$ cat src/rtl/alu_pkg.sv
// Shared ALU opcode constants and divider state encoding.
package alu_pkg;

  localparam logic [2:0] ALU_ADD  = 3'b000;
  localparam logic [2:0] ALU_SUB  = 3'b001;
  localparam logic [2:0] ALU_AND  = 3'b011;
  localparam logic [2:0] ALU_OR   = 3'b100;
  localparam logic [2:0] ALU_XOR  = 3'b101;
  localparam logic [2:0] ALU_LESS = 3'b110;

  typedef enum logic [1:0] {
    S_IDLE = 2'd0,
    S_ITER = 2'd1,
    S_DONE = 2'd2
  } div_state_e;

endpackage

$ cat src/rtl/alu_div_seq_if.sv
// ALU operand/result bus; the divider drives it as master, the ALU answers as slave.
interface alu_div_seq_if;
  logic [3:0] alu_a;
  logic [3:0] alu_b;
  logic [2:0] alu_ch;
  logic [3:0] alu_f;
  logic       cout_f;
  logic       zero_f;

  modport master (output alu_a, alu_b, alu_ch, input alu_f, cout_f, zero_f);
  modport slave  (input alu_a, alu_b, alu_ch, output alu_f, cout_f, zero_f);
endinterface

$ cat src/rtl/alu_div_seq_div_step.sv
// One restoring-division step: shift in the next dividend bit, keep the ALU
// difference when it did not borrow.
module div_step (
  input  logic [2:0] r,       // remainder bit 3 is always zero before a shift
  input  logic [3:0] q,
  input  logic [3:0] alu_f,
  input  logic       cout_f,
  output logic [3:0] rs,
  output logic [3:0] r_nxt,
  output logic [3:0] q_nxt
);
  assign rs    = {r, q[3]};
  assign r_nxt = cout_f ? alu_f : rs;
  assign q_nxt = {q[2:0], cout_f};
endmodule

$ cat src/rtl/alu_div_seq.sv
// Sequential 4-bit unsigned restoring divider; one quotient bit per cycle
// using subtracts issued on an external ALU.
module alu_div_seq
  import alu_pkg::*;
(
  input  logic                clk,
  input  logic                rst_n,
  input  logic                start,
  input  logic [3:0]          dividend,
  input  logic [3:0]          divisor,
  output logic                busy,
  output logic                done,
  output logic [3:0]          quotient,
  output logic [3:0]          remainder,
  output logic                div0,
  alu_div_seq_if.master       alu
);
  div_state_e state;
  logic [3:0] r_q, q_q, d_q;
  logic [1:0] cnt;
  logic [3:0] rs, r_nxt, q_nxt;

  div_step u_step (
    .r      (r_q[2:0]),
    .q      (q_q),
    .alu_f  (alu.alu_f),
    .cout_f (alu.cout_f),
    .rs     (rs),
    .r_nxt  (r_nxt),
    .q_nxt  (q_nxt)
  );

  // ALU drive depends only on registered state, so no loop through the ALU.
  always_comb begin
    alu.alu_a  = 4'd0;
    alu.alu_b  = 4'd0;
    alu.alu_ch = ALU_ADD;
    if (state == S_ITER) begin
      alu.alu_a  = rs;
      alu.alu_b  = d_q;
      alu.alu_ch = ALU_SUB;
    end
  end

  always_ff @(posedge clk or negedge rst_n) begin
    if (!rst_n) begin
      state     <= S_IDLE;
      busy      <= 1'b0;
      done      <= 1'b0;
      quotient  <= 4'd0;
      remainder <= 4'd0;
      div0      <= 1'b0;
      r_q       <= 4'd0;
      q_q       <= 4'd0;
      d_q       <= 4'd0;
      cnt       <= 2'd0;
    end else begin
      case (state)
        S_IDLE: begin
          if (start) begin
            busy <= 1'b1;
            if (divisor == 4'd0) begin
              quotient  <= 4'hF;
              remainder <= dividend;
              div0      <= 1'b1;
              done      <= 1'b1;
              state     <= S_DONE;
            end else begin
              q_q   <= dividend;
              d_q   <= divisor;
              r_q   <= 4'd0;
              cnt   <= 2'd3;
              state <= S_ITER;
            end
          end
        end
        S_ITER: begin
          r_q <= r_nxt;
          q_q <= q_nxt;
          cnt <= cnt - 2'd1;
          if (cnt == 2'd0) begin
            quotient  <= q_nxt;
            remainder <= r_nxt;
            div0      <= 1'b0;
            done      <= 1'b1;
            state     <= S_DONE;
          end
        end
        S_DONE: begin
          done  <= 1'b0;
          busy  <= 1'b0;
          state <= S_IDLE;
        end
        default: state <= S_IDLE;
      endcase
    end
  end
endmodule

$ cat src/flat_wrapper.sv
// flat-port wrapper written by rule: the top's interface ports become plain ports
module alu_div_seq_flat import alu_pkg::*;
  (clk, rst_n, start, dividend, divisor, busy, done, quotient, remainder, div0, alu_alu_a, alu_alu_b, alu_alu_ch, alu_alu_f, alu_cout_f, alu_zero_f);
  alu_div_seq_if alu_i ();
  input  logic clk;
  input  logic rst_n;
  input  logic start;
  input  logic [3:0] dividend;
  input  logic [3:0] divisor;
  output logic busy;
  output logic done;
  output logic [3:0] quotient;
  output logic [3:0] remainder;
  output logic div0;
  output wire logic [$bits(alu_i.alu_a)-1:0] alu_alu_a;
  output wire logic [$bits(alu_i.alu_b)-1:0] alu_alu_b;
  output wire logic [$bits(alu_i.alu_ch)-1:0] alu_alu_ch;
  input wire logic [$bits(alu_i.alu_f)-1:0] alu_alu_f;
  input wire logic [$bits(alu_i.cout_f)-1:0] alu_cout_f;
  input wire logic [$bits(alu_i.zero_f)-1:0] alu_zero_f;
  assign alu_alu_a = alu_i.alu_a;
  assign alu_alu_b = alu_i.alu_b;
  assign alu_alu_ch = alu_i.alu_ch;
  assign alu_i.alu_f = alu_alu_f;
  assign alu_i.cout_f = alu_cout_f;
  assign alu_i.zero_f = alu_zero_f;
  alu_div_seq u_core (.clk(clk), .rst_n(rst_n), .start(start), .dividend(dividend), .divisor(divisor), .busy(busy), .done(done), .quotient(quotient), .remainder(remainder), .div0(div0), .alu(alu_i));
endmodule
$ cat config.mk
export PLATFORM = sky130hd
export DESIGN_NAME = alu_div_seq_flat
export DESIGN_NICKNAME = d
export VERILOG_FILES = /design/src/rtl/alu_pkg.sv /design/src/rtl/alu_div_seq_if.sv /design/src/rtl/alu_div_seq_div_step.sv /design/src/rtl/alu_div_seq.sv /design/src/flat_wrapper.sv
export SDC_FILE = /design/constraint.sdc
export NUM_CORES = 1
export LEC_CHECK = 0
export CORE_ASPECT_RATIO = 1.2
export CORE_UTILIZATION = 50
export CTS_CLUSTER_SIZE = 20
export DETAILED_ROUTE_END_ITERATION = 6
export GPL_TIMING_DRIVEN = 0
export PLACE_DENSITY = 0.84
export RECOVER_POWER = 100
export SLEW_MARGIN = 20
export SYNTH_ARGS = -nofsm -noshare
export SYNTH_HDL_FRONTEND = slang
export SYNTH_SLANG_ARGS = --single-unit
$ cat constraint.sdc
create_clock -name clk -period 5.8 [get_ports clk]
set_input_delay 1.45 -clock clk [delete_from_list [all_inputs] [get_ports clk]]
set_output_delay 1.45 -clock clk [all_outputs]
set_load 0.05 [all_outputs]
==> impl_metrics.toml, run 1 <==
[floorplanning]
die_area_mm2 = 0.00281
placementRows = 19
initial_core_util_pct = 54.6
die_h_um = 57.8
pin_count = 39
die_w_um = 48.5
core_area_mm2 = 0.00238

[place]
io_buffers = 34
place_congestion = 0.846
pre_cts_ws_ns = 1.97
hpwl_mm = 2.00
dp_cells = 189
place_area_mm2 = 0.00168

[clocking]
h-tree-depth = 1
cts_max_path_buffers = 2
clk_latency_ns = 0.34
clock-sinks = 26
cts_hold_buf = 0
postCtsSetupBuffers = 0
cts_inserted_buffers = 3
tritoncts = "done"
cts-root-buf = "clkbuf_4"
post_cts_resized = 0
clkTransAtPathRegs_ns = 0.15

[critical_path]
cp_data_arrival_time_ns = 2.84
crit_buf_inv = 5
r2r_end = "u_core.remainder[2]"
reg2reg_depth = 5
cp.required_ns = 4.35
end_kind = "primary output"
cp-start-kind = "flop"
crit_start = "u_core.state[1]"
crit_family = "buffers and inverters"
r2r_slack_ns = 3.37
slowest_delay_ns = 0.87
r2r-start = "u_core.cnt[0]"
critPathMaxFanout = 10
cpMostUsedCell = "clkbuf_1"
critPathKind = "reg2out"
cpMaxStageDelayCell = "dlygate4sd3_1"
path_cells = "clkbuf_1 > nand2b_1 > buf_2 > clkinv_1 > clkbuf_1 > and2_1 > dlygate4sd3_1"

[final_layout]
num_antenna_cells = 0
final_cell_mix = "26 x dfrtp_1, 22 x dlygate4sd3_1, 11 x clkdlybuf4s50_1, 10 x mux2_2, 9 x a21oi_1"
fin_nets = 181
final_common_cell = "dfrtp_1"
stdcell_count = 193
syn_to_final_growth_pct = 31.1
drive_above_1_share_pct = 13.0
fin_area_mm2 = 0.00170

[timing]
post-route-min-period_ns = 4.29
relSlewSlack_pct = 7.33
finClkSkew_ns = 0.0119
finalWorstSetupSlack_ns = 1.51
finalSetupViolCount = 0
rsz0062_at_grt = "no"
fin_tns_setup_ns = 0
hold_ws_ns = 0.500
fmax_mhz = 233
min_period_over_period_pct = 74.0
worst_pin_slew_ns = 1.38
final_hold_viol_count = 0
timing.final.max_slew_violations = 0

[detailed_routing]
first_pass_iters = 5
vias = 1075
antenna_left = 0
dr.first_iter.drc_count = 31
via_per_inst = 5.57
drc = 0
routed_wl_mm = 2.73
wl_per_cell_um = 14.2

[global_routing]
grt_util_met3_pct = 3.94
grt_pass1_wl_mm = 4.67
track_usage_pct = 22.1
antenna_found_initial = 0
grt_use_met1_pct = 24.7
grt.overflow.total = 0
grt_util_met2_pct = 39.6
grt_pass1_vias = 1085
grt.busiest_layer = "met2"
grt_max_degree = 27

[synthesis]
synth-seq-cells = 26
ys_seq_area_share_pct = 50.1
ys_top_cells_by_area = "dfrtp_1 50%, mux2_2 8.7%, mux2i_1 5.4%, and2_1 3.9%, a21oi_1 3.5%"
yosysTopAreaCellShare_pct = 50.1
yosys.area.top_type = "dfrtp_1"
synth_cells = 123
post_synth.cell_area_avg_um2 = 10.6
ys_warn_count = 0
netlist_area_mm2 = 0.00130
synth-main-ff-cell = "dfrtp_1"
synth_cell_types = 28
synth_edf_count = 0
synthArstFlopShare_pct = 100

[job]
drv_cap = 0

[worst_hold_path]
hold_depth = 1
hold_path_class = "reg2reg"
min-delay-start = "u_core.cnt[0]"
whs_endpoint = "u_core.cnt[0]"

[power_and_ir_drop]
p_leak_nw = 0.720
powerDensity_mw_per_mm2 = 629
ir_drop_v = 0.000400

[run_status]
status = "finished, final reports clean"
==> flip-flops by register name, indices dropped and copies added, names as in the netlist <==
name / flops
u_core.state: 2
u_core.d_q: 4
u_core.busy: 1
u_core.r_q: 3
u_core.quotient: 4
u_core.done: 1
u_core.remainder: 4
u_core.cnt: 2
u_core.q_q: 4
u_core.div0: 1
==> layer usage <==
metal / routed length (um) / vias up
met5: 0 / -
met4: 65 / 0
met3: 179 / 8
met2: 1350 / 44
met1: 1140 / 517
li1: - / 506
==> where the power goes <==
group	switching [W]	leakage, nW	internal, W
registers	0.0000508	0.293	0.000266
clock network	0.0000571	0.0279	0.0000701
logic	0.000406	0.399	0.000221
total	0.000514	0.720	0.000558
==> stage by stage <==
stage                     total power (W)  utilization [%]
after floorplan                  0.000786                -
after detailed placement         0.000985             70.8
after CTS                         0.00111             73.0
after global routing              0.00113             71.6
after global placement           0.000969             70.7
final                             0.00107             71.6
==> logic make-up after synthesis <==
logic type | after synthesis | synth area share (%)
buffers and inverters | 17 | 6.16
other | 1 | 0.289
AOI/OAI and AO/OA | 31 | 16.5
and+or+nand+nor | 30 | 11.9
adders and majority gates | 1 | 0.963
DFF | 26 | 50.1
muxes | 17 | 14.1
==> area by class of cell <==
| cell class | instances | area, um^2 |
|---|---|---|
| plain buffers | 9 | 42.5 |
| clock buffers | 3 | 22.5 |
| clock inverters | 1 | 30.0 |
| fillers | 182 | 674 |
| inverters | 8 | 30.0 |
| multi-input cells | 81 | 554 |
| flip-flops and latches | 26 | 651 |
| well taps | 31 | 38.8 |
| repair buffers | 34 | 334 |
==> worst max-delay path by stage <==
stage / end / slack (ns) / depth (start not counted)
after floorplan: alu_alu_a[0] / 2.27 / 6
after global placement: alu_alu_b[3] / 1.96 / 7
after detailed placement: alu_alu_b[3] / 1.97 / 7
after CTS: alu_alu_b[3] / 1.55 / 7
after global routing: alu_alu_b[3] / 1.36 / 7
final: alu_alu_b[3] / 1.51 / 7
==> synth_stat cells, types with 2 or more instances <==
cell      count
mux2i_1       7
and2_1        8
a21oi_1       9
buf_4         2
nor2_1        7
o22ai_1       3
clkbuf_1      4
inv_1         7
nand2_1       6
mux2_2       10
nand2b_1      3
o22a_2        4
dfrtp_1      26
nor2b_1       3
a31oi_1       4
o21ai_0       7
a211oi_1      2
Power figures use the tool's default switching activity.
==> run 2, diff against run 1 <==
--- a/config.mk
+++ b/config.mk
@@ -6,11 +6,11 @@
 export NUM_CORES = 1
 export LEC_CHECK = 0
 export CORE_ASPECT_RATIO = 1.2
-export CORE_UTILIZATION = 50
+export CORE_UTILIZATION = 46
 export CTS_CLUSTER_SIZE = 20
 export DETAILED_ROUTE_END_ITERATION = 6
 export GPL_TIMING_DRIVEN = 0
-export PLACE_DENSITY = 0.84
+export PLACE_DENSITY = 0.78
 export RECOVER_POWER = 100
 export SLEW_MARGIN = 20
 export SYNTH_ARGS = -nofsm -noshare
==> constraint.sdc (replaced) <==
create_clock -name clk -period 4.3 [get_ports clk]
set_input_delay 1.075 -clock clk [delete_from_list [all_inputs] [get_ports clk]]
set_output_delay 1.075 -clock clk [all_outputs]
set_load 0.05 [all_outputs]
==> impl_metrics.toml, run 2 (same netlist as run 1, synthesis figures left out) <==
[run_status]
status = "finished, final reports clean"

[critical_path]
reg2reg_depth = 5
crit_start = "u_core.state[1]"
cp-start-kind = "flop"
r2r_slack_ns = 1.88
critPathMaxFanout = 10
r2r_end = "u_core.remainder[3]"
cp_data_arrival_time_ns = 2.81
r2r-start = "u_core.cnt[0]"
critPathKind = "reg2out"
end_kind = "primary output"
cp.required_ns = 3.22

[detailed_routing]
drc = 0
antenna_left = 0
first_pass_iters = 4
routed_wl_mm = 2.76
dr.first_iter.drc_count = 19
via_per_inst = 5.38
wl_per_cell_um = 14.1
vias = 1049

[global_routing]
grt_max_degree = 27
grt.overflow.total = 0
grt_pass1_vias = 1047
track_usage_pct = 20.4
grt_pass1_wl_mm = 4.53
antenna_found_initial = 0

[worst_hold_path]
min-delay-start = "u_core.quotient[1]"
hold_path_class = "reg2reg"
hold_depth = 1
whs_endpoint = "u_core.quotient[1]"

[floorplanning]
die_area_mm2 = 0.00304
pin_count = 39
initial_core_util_pct = 49.9
core_area_mm2 = 0.00260
placementRows = 20
die_w_um = 50.5
die_h_um = 60.2

[power_and_ir_drop]
totalPowerFinal_w = 0.00140
p_leak_nw = 0.713
powerDensity_mw_per_mm2 = 831
ir_drop_v = 0.000572

[clocking]
postCtsSetupBuffers = 0
cts_hold_buf = 0
h-tree-depth = 1
tritoncts = "done"
clock-sinks = 26
clkTransAtPathRegs_ns = 0.14
clk_latency_ns = 0.33
post_cts_resized = 0
cts_inserted_buffers = 3
cts-root-buf = "clkbuf_4"
cts_max_path_buffers = 2

[final_layout]
final_common_cell = "dfrtp_1"
final_cell_mix = "26 x dfrtp_1, 22 x dlygate4sd3_1, 11 x clkdlybuf4s50_1, 10 x mux2_2, 9 x a21oi_1"
num_antenna_cells = 0
fin_nets = 181
drive_above_1_share_pct = 13.0
syn_to_final_growth_pct = 30.1

[timing]
finalSetupViolCount = 0
worst_pin_slew_ns = 1.41
rsz0062_at_grt = "no"
fin_tns_setup_ns = 0
relSlewSlack_pct = 6.25
min_period_over_period_pct = 90.3
finClkSkew_ns = 0.00417
timing.final.max_slew_violations = 0
final_hold_viol_count = 0
post-route-min-period_ns = 3.88
fmax_mhz = 257

[job]
drv_cap = 0

[place]
place_congestion = 0.832
io_buffers = 34
hpwl_mm = 2.05
==> run 2: changes by cell type in the layout (fill, tap and decap cells not counted) <==
cell       previous run  this run
bufinv_16             1         0
clkbuf_8              0         1
==> run 2: worst max path at each step <==
stage	to	slack, ns	depth (start not counted)
2_1_floorplan	alu_alu_a[0]	1.15	6
3_3_place_gp	alu_alu_b[3]	0.84	7
3_5_place_dp	alu_alu_b[3]	0.84	7
4_1_cts	alu_alu_b[3]	0.45	7
5_1_grt	alu_alu_a[2]	0.24	7
6_report	alu_alu_b[3]	0.42	7
==> run 2: layer usage <==
layer  wire [um]  vias up  part of all wire, %  GRT usage [%]
met5           0        -                    0              0
met4          73        0                  2.6           12.7
met3         110        7                  4.0           3.56
met2        1430       32                   52           34.5
met1        1150      501                   42           24.0
li1            -      509                    -              -
==> run 2: worst max-delay path, stage by stage, from the launching register on <==
cell	delay (ns)
dfrtp_1	0.38
clkbuf_1	0.18
nand2b_1	0.17
buf_2	0.17
clkinv_1	0.12
clkbuf_1	0.39
and2_1	0.19
dlygate4sd3_1	0.87
==> run 2: power by group <==
group / switching [W] / total, W / internal (W)
logic: 0.000551 / 0.000850 / 0.000299
registers: 0.0000693 / 0.000428 / 0.000359
clock network: 0.0000739 / 0.000126 / 0.0000519
total: 0.000694 / 0.00140 / 0.000710
==> run 2: through the flow <==
step	hold WS (ns)	util (%)	instance area [um^2]	setup WS (ns)	instances
floorplan	0.445	-	1300	1.15	124
global placement	0.461	64.7	1680	0.841	191
detailed placement	0.482	64.8	1690	0.841	191
CTS	0.499	66.2	1720	0.449	195
global route	0.522	64.9	1690	0.239	195
finish	0.502	64.9	1690	0.416	195
==> run 2: cell type report <==
type	count	area (um^2)
well taps	33	41.3
plain buffers	9	42.5
inverters	8	30.0
multi-input cells	81	554
fillers	222	913
flip-flops and latches	26	651
repair buffers	34	334
clock buffers	4	36.3
==> run 3, diff against run 2 <==
--- a/config.mk
+++ b/config.mk
@@ -5,14 +5,16 @@
 export SDC_FILE = /design/constraint.sdc
 export NUM_CORES = 1
 export LEC_CHECK = 0
+export ABC_AREA = 1
 export CORE_ASPECT_RATIO = 1.2
-export CORE_UTILIZATION = 46
+export CORE_UTILIZATION = 47
 export CTS_CLUSTER_SIZE = 20
 export DETAILED_ROUTE_END_ITERATION = 6
 export GPL_TIMING_DRIVEN = 0
-export PLACE_DENSITY = 0.78
+export PLACE_DENSITY = 0.79
 export RECOVER_POWER = 100
 export SLEW_MARGIN = 20
 export SYNTH_ARGS = -nofsm -noshare
 export SYNTH_HDL_FRONTEND = slang
 export SYNTH_SLANG_ARGS = --single-unit
+export TNS_END_PERCENT = 20
==> impl_metrics.toml, run 3 <==
[run_status]
status = "finished, final reports clean"

[synthesis]
synth-main-ff-cell = "dfrtp_1"
yosysTopAreaCellShare_pct = 48.0
synth-seq-cells = 26
yosys.area.top_type = "dfrtp_1"
ys_seq_area_share_pct = 48.0
synth_common_cells = "46 x nand2_1, 26 x dfrtp_1, 18 x inv_1"
ys_warn_count = 0
synth_cell_types = 25
synth.most_common_cell = "nand2_1"
synth_cells = 166
synthArstFlopShare_pct = 100
ys_top_cells_by_area = "dfrtp_1 48%, nand2_1 13%, inv_1 5.0%, nor2_1 4.4%, nand3_1 3.7%"
netlist_area_mm2 = 0.00136
synth_edf_count = 0
post_synth.cell_area_avg_um2 = 8.16

[place]
hpwl_mm = 1.99
io_buffers = 34
place_congestion = 0.849
dp_cells = 234

[detailed_routing]
vias = 1133
wl_per_cell_um = 10.9
routed_wl_mm = 2.60
via_per_inst = 4.76
first_pass_iters = 4
antenna_left = 0
dr.first_iter.drc_count = 13
drc = 0

[critical_path]
critPathKind = "reg2out"
r2r-start = "u_core.state[1]"
critPathMaxFanout = 10
reg2reg_depth = 7
path_cells = "inv_2 > nor2_4 > inv_4 > buf_2 > nor2_1 > dlygate4sd3_1"
cp.required_ns = 3.22
cpMaxStageDelayCell = "dlygate4sd3_1"
cp_data_arrival_time_ns = 2.25
r2r_end = "u_core.quotient[3]"
cp-start-kind = "flop"
slowest_delay_ns = 0.87
end_kind = "primary output"
r2r_slack_ns = 2.56

[global_routing]
grt_pass1_vias = 1045
grt_pass1_wl_mm = 4.24
antenna_found_initial = 0
grt_max_degree = 27
grt.overflow.total = 0
track_usage_pct = 18.6

[final_layout]
num_antenna_cells = 0
fin_nets = 224
syn_to_final_growth_pct = 27.6
fill_cells = 240
drive_above_1_share_pct = 11.2
final_cell_mix = "48 x nand2_1, 26 x dfrtp_1, 22 x dlygate4sd3_1, 18 x inv_1, 16 x nor2_1"
stdcell_count = 238
final_common_cell = "nand2_1"

[worst_hold_path]
min-delay-start = "u_core.quotient[2]"
hold_path_class = "reg2reg"
whs_endpoint = "u_core.quotient[2]"
hold_depth = 2

[timing]
worst_pin_slew_ns = 1.40
fmax_mhz = 301
timing.final.max_slew_violations = 0
post-route-min-period_ns = 3.32
fin_tns_setup_ns = 0
finClkSkew_ns = 0.0161
finalSetupViolCount = 0
min_period_over_period_pct = 77.3
rsz0062_at_grt = "no"
final_hold_viol_count = 0
relSlewSlack_pct = 6.82

[clocking]
clock-sinks = 26
cts-root-buf = "clkbuf_4"
clk_latency_ns = 0.32
clkTransAtPathRegs_ns = 0.15
h-tree-depth = 1
cts_max_path_buffers = 2
post_cts_resized = 0
tritoncts = "done"
postCtsSetupBuffers = 0
cts_hold_buf = 0
cts_inserted_buffers = 3

[power_and_ir_drop]
powerDensity_mw_per_mm2 = 885
p_leak_nw = 0.906
ir_drop_v = 0.000431

[floorplanning]
placementRows = 20
pin_count = 39
initial_core_util_pct = 51.6
die_area_mm2 = 0.00310
die_w_um = 51.0
core_area_mm2 = 0.00263
die_h_um = 60.8

[job]
drv_cap = 0
## run 3: worst max-delay path by stage
| stage | startpoint | cells past startpoint | to | slack (ns) |
|---|---|---|---|---|
| 2_1_floorplan | u_core.state[0] | 5 | alu_alu_a[0] | 1.72 |
| 3_3_place_gp | u_core.state[0] | 6 | alu_alu_b[3] | 1.40 |
| 4_1_cts | u_core.state[0] | 6 | alu_alu_a[1] | 0.98 |
| 3_5_place_dp | u_core.state[0] | 6 | alu_alu_a[1] | 1.36 |
| 6_report | u_core.state[0] | 6 | alu_alu_a[2] | 0.98 |
| 5_1_grt | u_core.state[0] | 6 | alu_alu_a[1] | 0.83 |
## run 3: cell type report
| type | count | area, um^2 | share of cell area (%) |
|---|---|---|---|
| flip-flops and latches | 26 | 651 | 37.6 |
| well taps | 33 | 41.3 | 2.39 |
| multi-input cells | 112 | 524 | 30.3 |
| clock inverters | 1 | 30.0 | 1.74 |
| plain buffers | 7 | 38.8 | 2.24 |
| repair buffers | 34 | 334 | 19.3 |
| inverters | 22 | 87.6 | 5.07 |
| clock buffers | 3 | 22.5 | 1.30 |
## run 3: per-layer routing
layer  vias up  global-route usage, %  share of wire (%)
met5         -                      0                  0
met4         0                   9.92                1.8
met3         5                   3.26                4.4
met2        34                   33.8                 49
met1       506                   20.8                 44
li1        588                      -                  -
## run 3: worst max-delay path, delay by kind of cell, from the launching register on
family	cells	cell delay, ns
flops	1	0.48
simple gates	2	0.22
buf+inv	4	1.22
## run 3: cells by family (layout without fill, tap and decap cells)
group	count (synthesis)	count (layout)	synth area share, %
buffers and inverters	29	67	10.4
flip-flops	26	26	48.0
other	1	2	0.277
adder cells (fa/ha/maj)	1	1	0.923
AND/OR/NAND/NOR	86	86	30.6
AO/OA/AOI/OAI	23	23	9.79
## run 3: per-stage QoR
step	setup WS (ns)	utilization, %	hold slack [ns]	cell area, um^2	total power (W)
finish	0.975	65.8	0.488	1730	0.00153
global route	0.826	65.8	0.511	1730	0.00165
CTS	0.981	68.0	0.499	1790	0.00164
detailed placement	1.36	66.0	0.464	1740	0.00147
global placement	1.40	66.2	0.457	1740	0.00144
floorplan	1.72	-	0.481	1360	0.00118
## run 3: report_power, final
group | switching, W | leakage (nW) | internal, W | total, W
sequential | 0.0000583 | 0.310 | 0.000362 | 0.000420
clock | 0.0000710 | 0.0279 | 0.0000943 | 0.000165
combinational | 0.000668 | 0.568 | 0.000278 | 0.000946
